File: config.mk
export PLATFORM = sky130hd
export DESIGN_NAME = snake_dir_tick
export DESIGN_NICKNAME = d
export VERILOG_FILES = /design/src/rtl/snake_dir_tick.sv
export SDC_FILE = /design/constraint.sdc
export NUM_CORES = 1
export LEC_CHECK = 0
export CORE_ASPECT_RATIO = 0.5
export CORE_MARGIN = 8
export CORE_UTILIZATION = 42
export DETAILED_ROUTE_END_ITERATION = 8
export HOLD_SLACK_MARGIN = 0.02
export PLACE_DENSITY = 0.68
export SYNTH_ARGS = -nofsm -noshare
export SYNTH_HDL_FRONTEND = slang
export SYNTH_SLANG_ARGS = --single-unit
File: constraint.sdc
create_clock -name clk -period 7.27 [get_ports clk]
set_clock_uncertainty 0.1 [all_clocks]
set_input_delay 1.454 -clock clk [delete_from_list [all_inputs] [get_ports clk]]
set_output_delay 1.454 -clock clk [all_outputs]
set_load 0.02 [all_outputs]
File: src/rtl/snake_dir_tick.sv
// snake_dir_tick: button edge detection, reversal-safe direction queue and
// speed-levelled game tick generator with pause. Queued directions are applied
// only on game ticks, so quick presses between ticks are honoured in order.
module snake_dir_tick #(
    parameter int TICK_BASE = 25000000,
    parameter int TICK_STEP = 2000000,
    parameter int TICK_MIN  = 5000000,
    parameter int LEVEL_W   = 4,
    parameter int QDEPTH    = 2,
    parameter int CNT_W     = 32
) (
    input  logic                      clk,
    input  logic                      reset,
    input  logic [3:0]                dir_in,
    input  logic                      speed_up,
    input  logic                      pause,
    output logic                      tick,
    output logic [1:0]                dir_out,
    output logic [LEVEL_W-1:0]        level,
    output logic [$clog2(QDEPTH):0]   q_count,
    output logic                      drop
);

    localparam int PW = CNT_W + LEVEL_W + 1;
    localparam int P0 = (TICK_BASE > TICK_MIN) ? TICK_BASE : TICK_MIN;
    localparam logic [LEVEL_W-1:0] LEVEL_MAX = '1;

    logic [3:0]        prev_btn;
    logic [CNT_W-1:0]  cnt;
    logic [1:0]        q_mem [QDEPTH];

    logic [3:0]        press;
    logic              cand_valid;
    logic [1:0]        cand;
    logic [1:0]        ref_dir;
    logic              same_dir;
    logic              opposite;
    logic              full;
    logic              reject;
    logic              tick_now;
    logic              pop;
    logic              push;
    int                wr_idx;
    logic [PW-1:0]     prod;
    logic signed [PW-1:0] diff;
    logic [CNT_W-1:0]  reload;

    // Falling-edge press detection with fixed priority up > down > left > right.
    always_comb begin
        press      = prev_btn & ~dir_in;
        cand_valid = |press;
        if (press[3])      cand = 2'b00;
        else if (press[2]) cand = 2'b01;
        else if (press[1]) cand = 2'b10;
        else               cand = 2'b11;
    end

    // Enqueue decision against the pre-pop tail (or applied direction if empty).
    always_comb begin
        ref_dir = dir_out;
        for (int i = 0; i < QDEPTH; i++) begin
            if (int'(q_count) == i + 1) ref_dir = q_mem[i];
        end
        same_dir = (cand == ref_dir);
        opposite = (cand[1] == ref_dir[1]) && (cand[0] != ref_dir[0]);
        full     = (int'(q_count) == QDEPTH);
        tick_now = !reset && !pause && (cnt == '0);
        pop      = tick_now && (q_count != '0);
        reject   = same_dir || opposite || (full && !pop);
        push     = !reset && cand_valid && !reject;
        drop     = !reset && cand_valid && reject;
        tick     = tick_now;
        wr_idx   = int'(q_count) - (pop ? 1 : 0);
    end

    // Reload value for the current level; negative differences clamp to TICK_MIN.
    always_comb begin
        prod = PW'(level) * PW'(TICK_STEP);
        diff = $signed(PW'(TICK_BASE)) - $signed(prod);
        if (diff < $signed(PW'(TICK_MIN))) reload = CNT_W'(TICK_MIN - 1);
        else                               reload = CNT_W'(diff - PW'(1));
    end

    // Button history and tick down-counter (held while paused).
    always_ff @(posedge clk) begin
        prev_btn <= dir_in;
        if (reset) begin
            cnt <= CNT_W'(P0 - 1);
        end else if (!pause) begin
            if (cnt == '0) cnt <= reload;
            else           cnt <= cnt - 1'b1;
        end
    end

    // Saturating speed level; only affects the next reload.
    always_ff @(posedge clk) begin
        if (reset)                             level <= '0;
        else if (speed_up && level != LEVEL_MAX) level <= level + 1'b1;
    end

    // Direction queue: head shifts out into dir_out on a tick, push writes the tail.
    always_ff @(posedge clk) begin
        if (reset) begin
            q_count <= '0;
            dir_out <= 2'b11;
            for (int i = 0; i < QDEPTH; i++) q_mem[i] <= 2'b00;
        end else begin
            if (pop) begin
                dir_out <= q_mem[0];
                for (int i = 0; i < QDEPTH - 1; i++) q_mem[i] <= q_mem[i+1];
            end
            for (int i = 0; i < QDEPTH; i++) begin
                if (push && i == wr_idx) q_mem[i] <= cand;
            end
            if (push && !pop)      q_count <= q_count + 1'b1;
            else if (pop && !push) q_count <= q_count - 1'b1;
        end
    end

endmodule
Word-level counts from Yosys, hierarchy flattened

Memory sizes are Yosys's and may differ from the RTL's.
Index checks and enable logic that the tools add are counted.

Multipliers: 1
Reduce and logical (&&, ||, !) cells: 25
Muxes and demuxes: 24
Magnitude comparators: 1
Bitwise operators: 5
$add $sub $neg: 7
Equal/unequal tests: 7

Operators with widths:

| kind                                                 | number |
|---|---|
| logical NOT 32 bit                                   | 2 |
| 2-to-1 mux 32 bit                                    | 2 |
| subtractor 32 x 1 -> 32 bit, second input constant   | 1 |
| subtractor 26 x 2 -> 27 bit, second input constant   | 1 |
| < comparator 26 x 24 -> 1 bit, second input constant | 1 |
| subtractor 25 x 25 -> 26 bit, first input constant   | 1 |
| multiplier 4 x 14 -> 18 bit, second input constant   | 1 |
| 2-to-1 mux 2 bit                                     | 9 |
| logical AND 1 bit                                    | 13 |
| 2-to-1 mux 1 bit                                     | 13 |
| logical NOT 1 bit                                    | 5 |
| adder 4 x 1 -> 4 bit, second input constant          | 1 |
| AND 4 bit                                            | 1 |
| == test 2 bit, second input constant                 | 2 |
| != test 4 bit, second input constant                 | 1 |
| NOT 4 bit                                            | 1 |
| nonzero test 2 bit                                   | 2 |
| OR reduction 4 bit                                   | 1 |
| == test 2 x 3 -> 1 bit, first input constant         | 1 |
| OR 1 bit                                             | 3 |
| subtractor 2 x 1 -> 3 bit                            | 1 |
| adder 2 x 1 -> 2 bit, second input constant          | 1 |
| == test 2 bit                                        | 1 |
| logical OR 1 bit                                     | 2 |
| 3 further kinds                                      | 3 |

Input bits: 8
RAM bits: 4
Register bits: 44
Memories: 1
Word-level logic and storage cells: 76
Output and inout port bits: 10

Memory list:

| memory | depth | bits a word | read ports | clocked after Yosys merged registers in | wr ports | line | RTL |
|---|---|---|---|---|---|---|---|
| q_mem  | 2     | 2           | 2          | 0                                       | 2        | 30   | `logic [1:0] q_mem [QDEPTH];` |

Logic depth before layout (Yosys ltp)

Depth after elaboration: 16
Mapped depth: 19

Least setup slack after synthesis

No wires, ideal clock.

Kind: register to register
From: reg level[1]
To: reg cnt[23]
Arrival: 4835 ps
Buffers on the path: 2
Required time: 7096 ps
Path slack: 2261 ps
Stages on the path, launching flop included: 19
Library setup time: 74 ps
Clock period less this slack: 5009 ps
Cells stage by stage: dfxtp_1 -> clkbuf_1 -> inv_1 -> ha_1 -> fa_1 -> inv_1 -> fa_1 -> xor2_1 -> nor3b_1 -> nand2_1 -> or3_1 -> nand3_1 -> o211ai_1 -> nor4_1 -> ha_1 -> or2_0 -> buf_2 -> or3_1 -> a31oi_1

Word-level cells in the longest chain between the ends: 5

RTL lines:

| what                                                                                | line   | RTL |
|---|---|---|
| from (decl)                                                                         | 19     | `output logic [LEVEL_W-1:0] level,` |
| from (signal assigned)                                                              | 98     | `else if (speed_up && level != LEVEL_MAX) level <= level + 1'b1;` |
| multiplier 4 x 14 -> 18 bit *                                                       | 78     | `prod = PW'(level) * PW'(TICK_STEP);` |
| subtractor 25 x 25 -> 26 bit *                                                      | 79     | `diff = $signed(PW'(TICK_BASE)) - $signed(prod);` |
| subtractor 26 x 2 -> 27 bit / < comparator 26 x 24 -> 1 bit (equally long branches) | 81, 80 |  |
| 2-to-1 mux 32 bit *                                                                 | 80     | `if (diff < $signed(PW'(TICK_MIN))) reload = CNT_W'(TICK_MIN - 1);` |
| 2-to-1 mux 32 bit *                                                                 | 90     | `if (cnt == '0) cnt <= reload;` |
| to (signal assigned)                                                                | 88     | `cnt <= CNT_W'(P0 - 1);` |
| to (signal assigned)                                                                | 90     |  |
| to (signal assigned)                                                                | 91     | `else cnt <= cnt - 1'b1;` |
| to (decl)                                                                           | 29     | `logic [CNT_W-1:0] cnt;` |

Mark *: on every way between the ends. The rest lies on a longest branch, timed or not.
A chain may end at the register's enable or synchronous reset.

Worst setup path in the final report

Same ends and word-level chain as after synthesis.

==> impl_metrics.toml <==
[job]
drv_cap = 0

[global_routing]
grt_pass1_vias = 3344
grt_pass1_wl_microns = 15750
grtUsageTotal = 0.1437
grt_max_degree = 44
overflow = 0
antenna_found_initial = 0

[routing]
wirelength_microns = 9146
dr.pass1.iters = 5
drc = 0
vias = 3528
viasPerCell = 5.746
drt.antenna.violating_nets = 0
drt_iter0_markers = 197
wl_per_cell_microns = 14.90

[cts]
cts_buffer_depth = 2
cts_tree = "yes"
htreeDepth = 2
cts_setup_buffers = 0
clkSlewWorstSetupHoldPaths_ns = 0.07
clk_latency_ns = 0.29
numCtsBuffers = 5
clockRootBuffer = "clkbuf_16"
cts_resized = 0
clock_sinks = 48
ctsHoldBuffers = 0

[synthesis]
mappedNetlistArea_sq_um = 3882
ys_seq_elements = 48
synth_area_leaders = "dfxtp_1, ha_1, nor2_1"
ys.warnings.count = 0
synthesis.nets = 530
synth_top_area_share = 0.2269
synthDistinctLibCells = 69
synth_edf_count = 4
synthCells = 492
avgSynthCellArea_sq_um = 7.891
ys.flop_type = "dfxtp_1"
async_flop_share = 0
yosys.area.top_type = "dfxtp_1"
ys_seq_area_frac = 0.2578

[die]
fp.dieW_microns = 152.0
row_count = 24
core-area_sq_um = 8828
pin_count = 18
die_y_microns = 83.99
die-area_sq_um = 12760
start_util = 0.4398

[timing]
rsz0062_at_grt = "no"
tns_ns = 0
tightest_slew_ns = 1.195
layout_min_cycle_time_ns = 5.583
fin_crit_sh = 0.7679
final_hold_viol_count = 0
setup_ws_ns = 1.687
clock.fmax_mhz = 179.1
maxSlewHeadroom = 0.1971
drv_slew = 0
setup_viol = 0

[critical_path]
arrival_ns = 5.70
crit_path_start_kind = "register"
crit_required_ns = 7.39
crit_type = "reg2reg"
worstSetupEndpointType = "register"
path_max_fanout = 15
r2r_setup_slack_ns = 1.69

[pwr]
peakVddDrop_mv = 0.1076
p_per_area_nw_per_um2 = 159.6
leakage_uw = 0.001526

[placement]
port_buffers = 17
hpwl_microns = 6648
place_ws_ns = 1.728
gp_congestion = 0.8952

[outcome]
status = "complete, no violations"

[finish]
area_growth_pct = 10.80
register_area_sq_um = 1001
diodes = 0
multi_input_comb_area_sq_um = 2714
layout_common_cells = "nor2_1, dfxtp_1, a21oi_1, nand2_1, ha_1"
final_common_cell = "nor2_1"
nNetsFinal = 534
fillers = 888
drive_gt1_frac = 0.06237

[min_path]
hp-class = "reg2reg"
-- synth_stat cells, drive strengths merged (6+ instances only) --
master,n
a21oi,38
a31oi,9
buf,6
clkbuf,17
dfxtp,44
ha,25
inv,20
mux2i,10
nand2,33
nand2b,8
nand3,16
nor2,59
nor3,23
nor3b,8
nor4,11
o21ai,23
or2,8
or3,16
or4,8
xnor2,18
xor2,11
-- per-layer routing --
metal	GRT usage	up-vias	wire, microns
met4	0.04371	0	93
met5	0	-	0
met3	0.03549	9	517
met2	0.2252	74	3959
li1	-	1800	-
met1	0.1897	1645	4575
-- final timing paths --
path	from	to	cells past startpoint
max	level[1]	cnt[23]	16
min	q_mem[0][0]	dir_out[0]	2
max reg2reg	level[1]	cnt[23]	16
min reg2reg	q_mem[0][0]	dir_out[0]	2
-- cell families (layout without fill, tap and decap cells) --
group | after synthesis | count (layout) | synth area share
AOI/OAI and AO/OA | 118 | 118 | 0.1972
muxes | 14 | 14 | 0.03738
DFF | 48 | 48 | 0.2578
adders and majority gates | 30 | 30 | 0.1063
buffers and inverters | 43 | 48 | 0.04318
and+or+nand+nor | 210 | 210 | 0.2926
xor gates and xnor gates | 29 | 29 | 0.06542
-- final cells by class --
class / count / area share
repair buffers: 20 / 0.04479
clock buffers: 5 / 0.02909
multi-input cells: 401 / 0.6309
well taps: 117 / 0.03403
clock inverters: 3 / 0.01105
flip-flops and latches: 48 / 0.2327
inverters: 20 / 0.01745
-- state kept, by name, summed over array words and instances (netlist names) --
| name | cells |
|---|---|
| q_count | 2 |
| dir_out | 2 |
| cnt | 32 |
| level | 4 |
| q_mem | 4 |
| prev_btn | 4 |
-- per-stage QoR --
stage               power (uW)  hold WS [ns]  utilization  instances  area [sq um]
finish                   686.7        0.3567       0.4872        614          4302
global route             724.3        0.3841       0.4872        614          4302
CTS                      692.0        0.3731       0.4872        614          4302
detailed placement       423.7        0.3520       0.4677        606          4129
global placement         422.3        0.3275       0.4677        606          4129
floorplan                389.1        0.3178            -        492          3882
-- critical path: stages (launching register included) --
cell and delay, ns:
dfxtp_1 0.68, inv_1 0.22, ha_1 0.36, fa_1 0.53, inv_1 0.07, fa_1 0.44
xor2_1 0.17, nor3b_1 0.47, o21ai_1 0.23, nor3_1 0.27, mux2_2 0.21, a22oi_1 0.08
nor4_1 0.35, ha_1 0.40, or2_0 0.42, or3_1 0.40, a31oi_1 0.12
-- where the power goes --
part	internal (uW)	switching [uW]
registers	275	12.5
clock network	164	105
logic	56.4	74.8
total	495	192
Power figures use the tool's default switching activity.
